**src/rtl/pipeline_ctrl_pkg.sv**
```systemverilog
// Shared types for the pipeline stall/flush sequencer.
// Holds FSM states, priority-select codes and the control bundle.
package pipeline_ctrl_pkg;

  localparam int REG_W = 5;

  typedef enum logic [1:0] {
    RUN,
    MEM_WAIT,
    HALT
  } state_e;

  typedef enum logic [2:0] {
    SEL_OFF,
    SEL_MEM,
    SEL_BR,
    SEL_LU,
    SEL_RUN
  } sel_e;

  typedef struct packed {
    logic pc;
    logic if_id;
    logic id_ex;
    logic ex_mem;
    logic mem_wr;
    logic if_id_f;
    logic id_ex_f;
    logic mem_wr_f;
  } ctl_t;

endpackage

```
**src/rtl/pipeline_ctrl_if.sv**
```systemverilog
// Pipeline-side signals seen by the stall/flush sequencer.
// master = sequencer, slave = pipeline datapath / memory.
interface pipeline_ctrl_if;
  import pipeline_ctrl_pkg::*;

  logic [REG_W-1:0] ID_Rs;
  logic [REG_W-1:0] ID_Rt;
  logic             ID_uses_rt;
  logic             EX_MemRead;
  logic [REG_W-1:0] EX_Rw;
  logic             EX_branch_taken;
  logic             MEM_MemRead;
  logic             MEM_MemWrite;
  logic             dmem_ready;
  logic             dmem_req;
  logic             pc_en;
  logic             IF_ID_en;
  logic             ID_EX_en;
  logic             EX_MEM_en;
  logic             MEM_WR_en;
  logic             IF_ID_flush;
  logic             ID_EX_flush;
  logic             MEM_WR_flush;

  modport master (
    input  ID_Rs, ID_Rt, ID_uses_rt,
    input  EX_MemRead, EX_Rw,
    input  EX_branch_taken,
    input  MEM_MemRead, MEM_MemWrite,
    input  dmem_ready,
    output dmem_req,
    output pc_en, IF_ID_en, ID_EX_en,
    output EX_MEM_en, MEM_WR_en,
    output IF_ID_flush, ID_EX_flush,
    output MEM_WR_flush
  );

  modport slave (
    output ID_Rs, ID_Rt, ID_uses_rt,
    output EX_MemRead, EX_Rw,
    output EX_branch_taken,
    output MEM_MemRead, MEM_MemWrite,
    output dmem_ready,
    input  dmem_req,
    input  pc_en, IF_ID_en, ID_EX_en,
    input  EX_MEM_en, MEM_WR_en,
    input  IF_ID_flush, ID_EX_flush,
    input  MEM_WR_flush
  );

endinterface

```
**src/rtl/pipeline_ctrl_hazard_detect.sv**
```systemverilog
// Load-use hazard compare between the load in EX and the reader in ID.
// r0 is never a real dependency.
module hazard_detect
  import pipeline_ctrl_pkg::*;
(
  input  logic [REG_W-1:0] ID_Rs,
  input  logic [REG_W-1:0] ID_Rt,
  input  logic             ID_uses_rt,
  input  logic             EX_MemRead,
  input  logic [REG_W-1:0] EX_Rw,
  output logic             lu
);

  logic rs_hit;
  logic rt_hit;

  assign rs_hit = EX_Rw == ID_Rs;
  assign rt_hit = ID_uses_rt & (EX_Rw == ID_Rt);
  assign lu = EX_MemRead & (EX_Rw != '0)
            & (rs_hit | rt_hit);

endmodule

```
**src/rtl/pipeline_ctrl.sv**
```systemverilog
// Stall/flush sequencer for the 5-stage pipeline: hazards,
// branch squash, dmem wait with timeout, perf counters.
module pipeline_ctrl
  import pipeline_ctrl_pkg::*;
#(
  parameter int MEM_TIMEOUT = 16,
  parameter int CNT_W       = 32
) (
  input  logic             clk,
  input  logic             rst,
  pipeline_ctrl_if.master  bus,
  output logic             err,
  output logic [CNT_W-1:0] stall_cycles,
  output logic [CNT_W-1:0] flush_count
);

  localparam int WC_W =
    (MEM_TIMEOUT > 1) ? $clog2(MEM_TIMEOUT) : 1;
  localparam logic [WC_W-1:0] WC_LAST =
    WC_W'(MEM_TIMEOUT - 1);

  state_e          state;
  logic [WC_W-1:0] wait_cnt;
  sel_e            sel;
  ctl_t            ctl;
  logic            lu;
  logic            mem_acc;
  logic            halted;
  logic            mem_stall;
  logic            br;
  logic            to_hit;
  logic            stall_inc;
  logic            flush_inc;

  hazard_detect u_hd (
    .ID_Rs      (bus.ID_Rs),
    .ID_Rt      (bus.ID_Rt),
    .ID_uses_rt (bus.ID_uses_rt),
    .EX_MemRead (bus.EX_MemRead),
    .EX_Rw      (bus.EX_Rw),
    .lu         (lu)
  );

  assign br        = bus.EX_branch_taken;
  assign mem_acc   = bus.MEM_MemRead | bus.MEM_MemWrite;
  assign halted    = state == HALT;
  assign mem_stall = mem_acc & ~bus.dmem_ready & ~halted;
  assign to_hit    = wait_cnt == WC_LAST;
  assign err       = halted;
  assign stall_inc = mem_stall | (lu & ~br);
  assign flush_inc = br & ~mem_stall & ~halted;

  always_comb begin
    sel = SEL_RUN;
    if (rst || halted) sel = SEL_OFF;
    else if (mem_stall) sel = SEL_MEM;
    else if (br)        sel = SEL_BR;
    else if (lu)        sel = SEL_LU;
  end

  always_comb begin
    ctl = '0;
    unique case (sel)
      SEL_OFF: ctl = '0;
      SEL_MEM: ctl.mem_wr_f = 1'b1;
      SEL_BR:  ctl = 8'b11111_110;
      SEL_LU:  ctl = 8'b00111_010;
      SEL_RUN: ctl = 8'b11111_000;
      default: ctl = '0;
    endcase
  end

  assign bus.dmem_req     = mem_acc & (sel != SEL_OFF);
  assign bus.pc_en        = ctl.pc;
  assign bus.IF_ID_en     = ctl.if_id;
  assign bus.ID_EX_en     = ctl.id_ex;
  assign bus.EX_MEM_en    = ctl.ex_mem;
  assign bus.MEM_WR_en    = ctl.mem_wr;
  assign bus.IF_ID_flush  = ctl.if_id_f;
  assign bus.ID_EX_flush  = ctl.id_ex_f;
  assign bus.MEM_WR_flush = ctl.mem_wr_f;

  // wait_cnt indexes the current stalled cycle, so HALT
  // follows exactly MEM_TIMEOUT stalled cycles.
  always_ff @(posedge clk or posedge rst) begin
    if (rst) begin
      state    <= RUN;
      wait_cnt <= '0;
    end else begin
      unique case (state)
        RUN: begin
          if (mem_stall) begin
            if (to_hit) begin
              state <= HALT;
            end else begin
              state    <= MEM_WAIT;
              wait_cnt <= wait_cnt + 1'b1;
            end
          end
        end
        MEM_WAIT: begin
          if (!mem_stall) begin
            state    <= RUN;
            wait_cnt <= '0;
          end else if (to_hit) begin
            state <= HALT;
          end else begin
            wait_cnt <= wait_cnt + 1'b1;
          end
        end
        HALT: state <= HALT;
        default: state <= RUN;
      endcase
    end
  end

  always_ff @(posedge clk or posedge rst) begin
    if (rst) begin
      stall_cycles <= '0;
      flush_count  <= '0;
    end else begin
      if (stall_inc && stall_cycles != '1)
        stall_cycles <= stall_cycles + 1'b1;
      if (flush_inc && flush_count != '1)
        flush_count <= flush_count + 1'b1;
    end
  end

endmodule
```
**src/flat_wrapper.sv**
```systemverilog
// flat-port wrapper written by rule: the top's interface ports become plain ports
module pipeline_ctrl_flat import pipeline_ctrl_pkg::*;
#(
  parameter int MEM_TIMEOUT = 16,
  parameter int CNT_W       = 32
)
  (clk, rst, err, stall_cycles, flush_count, bus_ID_Rs, bus_ID_Rt, bus_ID_uses_rt, bus_EX_MemRead, bus_EX_Rw, bus_EX_branch_taken, bus_MEM_MemRead, bus_MEM_MemWrite, bus_dmem_ready, bus_dmem_req, bus_pc_en, bus_IF_ID_en, bus_ID_EX_en, bus_EX_MEM_en, bus_MEM_WR_en, bus_IF_ID_flush, bus_ID_EX_flush, bus_MEM_WR_flush);
  pipeline_ctrl_if bus_i ();
  input  logic clk;
  input  logic rst;
  output logic err;
  output logic [CNT_W-1:0] stall_cycles;
  output logic [CNT_W-1:0] flush_count;
  input wire logic [$bits(bus_i.ID_Rs)-1:0] bus_ID_Rs;
  input wire logic [$bits(bus_i.ID_Rt)-1:0] bus_ID_Rt;
  input wire logic [$bits(bus_i.ID_uses_rt)-1:0] bus_ID_uses_rt;
  input wire logic [$bits(bus_i.EX_MemRead)-1:0] bus_EX_MemRead;
  input wire logic [$bits(bus_i.EX_Rw)-1:0] bus_EX_Rw;
  input wire logic [$bits(bus_i.EX_branch_taken)-1:0] bus_EX_branch_taken;
  input wire logic [$bits(bus_i.MEM_MemRead)-1:0] bus_MEM_MemRead;
  input wire logic [$bits(bus_i.MEM_MemWrite)-1:0] bus_MEM_MemWrite;
  input wire logic [$bits(bus_i.dmem_ready)-1:0] bus_dmem_ready;
  output wire logic [$bits(bus_i.dmem_req)-1:0] bus_dmem_req;
  output wire logic [$bits(bus_i.pc_en)-1:0] bus_pc_en;
  output wire logic [$bits(bus_i.IF_ID_en)-1:0] bus_IF_ID_en;
  output wire logic [$bits(bus_i.ID_EX_en)-1:0] bus_ID_EX_en;
  output wire logic [$bits(bus_i.EX_MEM_en)-1:0] bus_EX_MEM_en;
  output wire logic [$bits(bus_i.MEM_WR_en)-1:0] bus_MEM_WR_en;
  output wire logic [$bits(bus_i.IF_ID_flush)-1:0] bus_IF_ID_flush;
  output wire logic [$bits(bus_i.ID_EX_flush)-1:0] bus_ID_EX_flush;
  output wire logic [$bits(bus_i.MEM_WR_flush)-1:0] bus_MEM_WR_flush;
  assign bus_i.ID_Rs = bus_ID_Rs;
  assign bus_i.ID_Rt = bus_ID_Rt;
  assign bus_i.ID_uses_rt = bus_ID_uses_rt;
  assign bus_i.EX_MemRead = bus_EX_MemRead;
  assign bus_i.EX_Rw = bus_EX_Rw;
  assign bus_i.EX_branch_taken = bus_EX_branch_taken;
  assign bus_i.MEM_MemRead = bus_MEM_MemRead;
  assign bus_i.MEM_MemWrite = bus_MEM_MemWrite;
  assign bus_i.dmem_ready = bus_dmem_ready;
  assign bus_dmem_req = bus_i.dmem_req;
  assign bus_pc_en = bus_i.pc_en;
  assign bus_IF_ID_en = bus_i.IF_ID_en;
  assign bus_ID_EX_en = bus_i.ID_EX_en;
  assign bus_EX_MEM_en = bus_i.EX_MEM_en;
  assign bus_MEM_WR_en = bus_i.MEM_WR_en;
  assign bus_IF_ID_flush = bus_i.IF_ID_flush;
  assign bus_ID_EX_flush = bus_i.ID_EX_flush;
  assign bus_MEM_WR_flush = bus_i.MEM_WR_flush;
  pipeline_ctrl #(.MEM_TIMEOUT(MEM_TIMEOUT), .CNT_W(CNT_W)) u_core (.clk(clk), .rst(rst), .bus(bus_i), .err(err), .stall_cycles(stall_cycles), .flush_count(flush_count));
endmodule
```
**config.mk**
```make
export PLATFORM = sky130hd
export DESIGN_NAME = pipeline_ctrl_flat
export DESIGN_NICKNAME = d
export VERILOG_FILES = /design/src/rtl/pipeline_ctrl_pkg.sv /design/src/rtl/pipeline_ctrl_if.sv /design/src/rtl/pipeline_ctrl_hazard_detect.sv /design/src/rtl/pipeline_ctrl.sv /design/src/flat_wrapper.sv
export SDC_FILE = /design/constraint.sdc
export NUM_CORES = 1
export LEC_CHECK = 0
export ABC_AREA = 1
export CAP_MARGIN = 20
export CORE_MARGIN = 3
export CORE_UTILIZATION = 47
export DETAILED_ROUTE_END_ITERATION = 6
export PLACE_DENSITY = 0.77
export SLEW_MARGIN = 0
export SYNTH_ARGS = -nofsm -noshare
export SYNTH_HDL_FRONTEND = slang
export SYNTH_SLANG_ARGS = --single-unit
```
**constraint.sdc**
```tcl
create_clock -name clk -period 2.3 [get_ports clk]
set_clock_uncertainty 0.2 [all_clocks]
set_input_delay 0.23 -clock clk [delete_from_list [all_inputs] [get_ports clk]]
set_output_delay 0.23 -clock clk [all_outputs]
set_load 0.05 [all_outputs]
```
==> metrics.cfg <==
[place]
place_inst = 951
dpl_cell_area_um2 = 6000
port-buffer-count = 96
place_ws_ns = 0.0155
dp_hpwl_mm = 10.4
gp_congestion = 0.952

[drt]
vias = 4960
first_pass_iters = 7
top_layer_used = met4
wl_met3_um = 655
viasPerCell = 5.12
ant_nets = 0
routed_wirelength_mm = 13.6
wl_met2_mm = 6.91
wl_met1_mm = 5.56
drt_iter0_markers = 210
wire_per_inst_um = 14.0
drc = 0

[layout]
antennaDiodeCount = 0
instances_no_fill = 968
fin_util_pct = 63.4
finalInstanceArea_um2 = 6220
regArea_um2 = 1750
nets = 856
multi_input_area_um2 = 2660
drive_above_1_share_pct = 7.19
fill_cells = 899
syn_to_final_growth_pct = 30.6

[setup_path]
crit_type = input port to primary output
start_kind = input port
cp.arrival_ns = 1.73
worstPathMaxFanout = 3
critical_path_required_ns = 1.87
critPathCaptureType = primary output

[timing]
hold_viol = 0
tns_ns = 0
finalSetupViolations = 0
min_period_over_period_pct = 94.0
clock.fmax_mhz = 463
rsz0062_at_grt = no
maxSlewHeadroom_pct = 60.9
slew_viol_final = 0
whs_ns = 0.0748
finalCriticalPeriod_ns = 2.16
tightest_slew_ns = 0.587
setup_ws_ns = 0.138

[synth]
ys_top_cells_by_count = nand2_1, nor2_1, dfrtp_1
synth_seq_area_share_pct = 36.8
synthArstFlopShare_pct = 100
ys_top_cells_by_area = dfrtp_1, nand2_1, nor2_1
synth_top_flop_cell = dfrtp_1
avgSynthCellArea_um2 = 6.56
yosys.area.top_type = dfrtp_1
yosys_warnings = 0
ys_seq_elements = 70
yosys.area.top_type_share_pct = 36.8
syn_nets = 752
synth_area_um2 = 4760
synth_cells = 726
synth.most_common_cell = nand2_1
synth_edf_count = 0
yosysUniqueCellTypes = 30

[floorplan]
pin_count = 97
initial_core_util_pct = 48.5
dieArea_um2 = 11400
die_y_um = 107
rows = 36
die_w_um = 107
core_um2 = 9820

[pwr]
cellPowerDensity_nw_per_um2 = 614
comb_power_share_pct = 33.0
intPower_mw = 2.31
p_sw_mw = 1.51
irDropWorstVdd_mv = 0.411
power_mw = 3.82
seqPwrFrac_pct = 39.9
p_leak_nw = 2.99
switching_share_pct = 39.5
clkPwrFrac_pct = 27.1

[clock_network]
cts_max_level = 3
cts_tree = yes
postCtsHoldBufs = 0
path_clk_slew_ns = 0.08
cts_sinks = 70
cts_buffers = 9
cts_buffer_depth = 2
root_buffer = clkbuf_8
clk_latency_ns = 0.35

[global_routing]
first_global_vias = 4770
grt_antenna_before_repair = 0
grt_pass1_wl_mm = 22.6
grt_overflow = 0
grt_max_degree = 47
grt_usage_pct = 24.5

[min_path]
hp-class = input port to async pin

[run_status]
status = finished clean

[flow_run]
max-cap-violations = 0

[registers in the layout, summed over array words and instances, names as in the netlist]
register,cells
u_core.state,2
u_core.wait_cnt,4
u_core.stall_cycles,32
u_core.flush_count,32
[metal layers]
| layer | vias to the layer above | track usage (%) |
|---|---|---|
| li1 | 2466 | - |
| met1 | 2286 | 30.5 |
| met2 | 171 | 42.9 |
| met3 | 37 | 3.49 |
| met4 | 0 | 9.41 |
| met5 | - | 0 |
[worst max-delay path, stage by stage]
cell and delay, ns:
clkdlybuf4s50_1 0.52, inv_1 0.09, nand2_1 0.06, nand2_1 0.06, nor2_1 0.09, nand3_1 0.07, nand2_1 0.08, nand2_1 0.06
nand2_2 0.09, nand2_1 0.07, nor2_2 0.15, buf_12 0.16
[worst paths after layout]
path | startpoint | end | slack [ns] | cells after the start
setup / recovery | bus_EX_Rw[1] | bus_ID_EX_flush | 0.14 | 12
hold / removal | rst | u_core.flush_count[22] | 0.07 | 3
setup reg to reg | u_core.stall_cycles[1] | u_core.stall_cycles[6] | 0.19 | 9
hold reg to reg | u_core.wait_cnt[1] | u_core.wait_cnt[1] | 0.34 | 1
max in group asynchronous | rst | u_core.stall_cycles[23] | 1.31 | 3
min in group clk | u_core.wait_cnt[1] | u_core.wait_cnt[1] | 0.34 | 1
[final cells by class]
type                            instances  area share, %
Clock buffer                            9           1.99
Timing Repair Buffer                  111           19.0
Inverter                               71           4.28
Tap cell                              133           2.67
Sequential cell                        70           28.2
Clock inverter                          7           1.19
Multi-Input combinational cell        567           42.7
[power groups by stage]
| stage | Sequential (mW) | Clock [mW] | Combinational, mW |
|---|---|---|---|
| after global placement | 1.54 | 0 | 1.24 |
| after CTS | 1.53 | 1.06 | 1.26 |
| after floorplan | 1.88 | 0 | 0.481 |
| after detailed placement | 1.54 | 0 | 1.26 |
| after global routing | 1.55 | 1.11 | 1.35 |
| final | 1.53 | 1.04 | 1.26 |
[cell usage in the layout, fill, tap and decap left out, types with 7 or more instances in the layout]
cell             instances
buf_12                  10
nand4_1                  7
xor2_1                  34
nor3_1                  29
nand2_1                301
xnor2_1                 15
nor2_1                  83
inv_1                   65
clkdlybuf4s50_1         84
dfrtp_1                 70
o21ai_1                 13
buf_4                   14
nand3_1                 54
clkbuf_8                 9
[what timing repair did]
item,in CTS,in global routing
hold endpoints to repair,0,0
setup buffers,0,1
setup endpoints to repair,0,5
resized for setup,0,7
[logic make-up after synthesis]
| group | after synthesis | share of synthesized area (%) |
|---|---|---|
| AO/OA/AOI/OAI | 25 | 2.86 |
| XOR/XNOR | 49 | 9.01 |
| adder cells (fa/ha/maj) | 3 | 0.788 |
| buffers and inverters | 89 | 8.09 |
| flip-flops | 70 | 36.8 |
| AND/OR/NAND/NOR | 490 | 42.5 |
(Power assumes the default switching activity.)
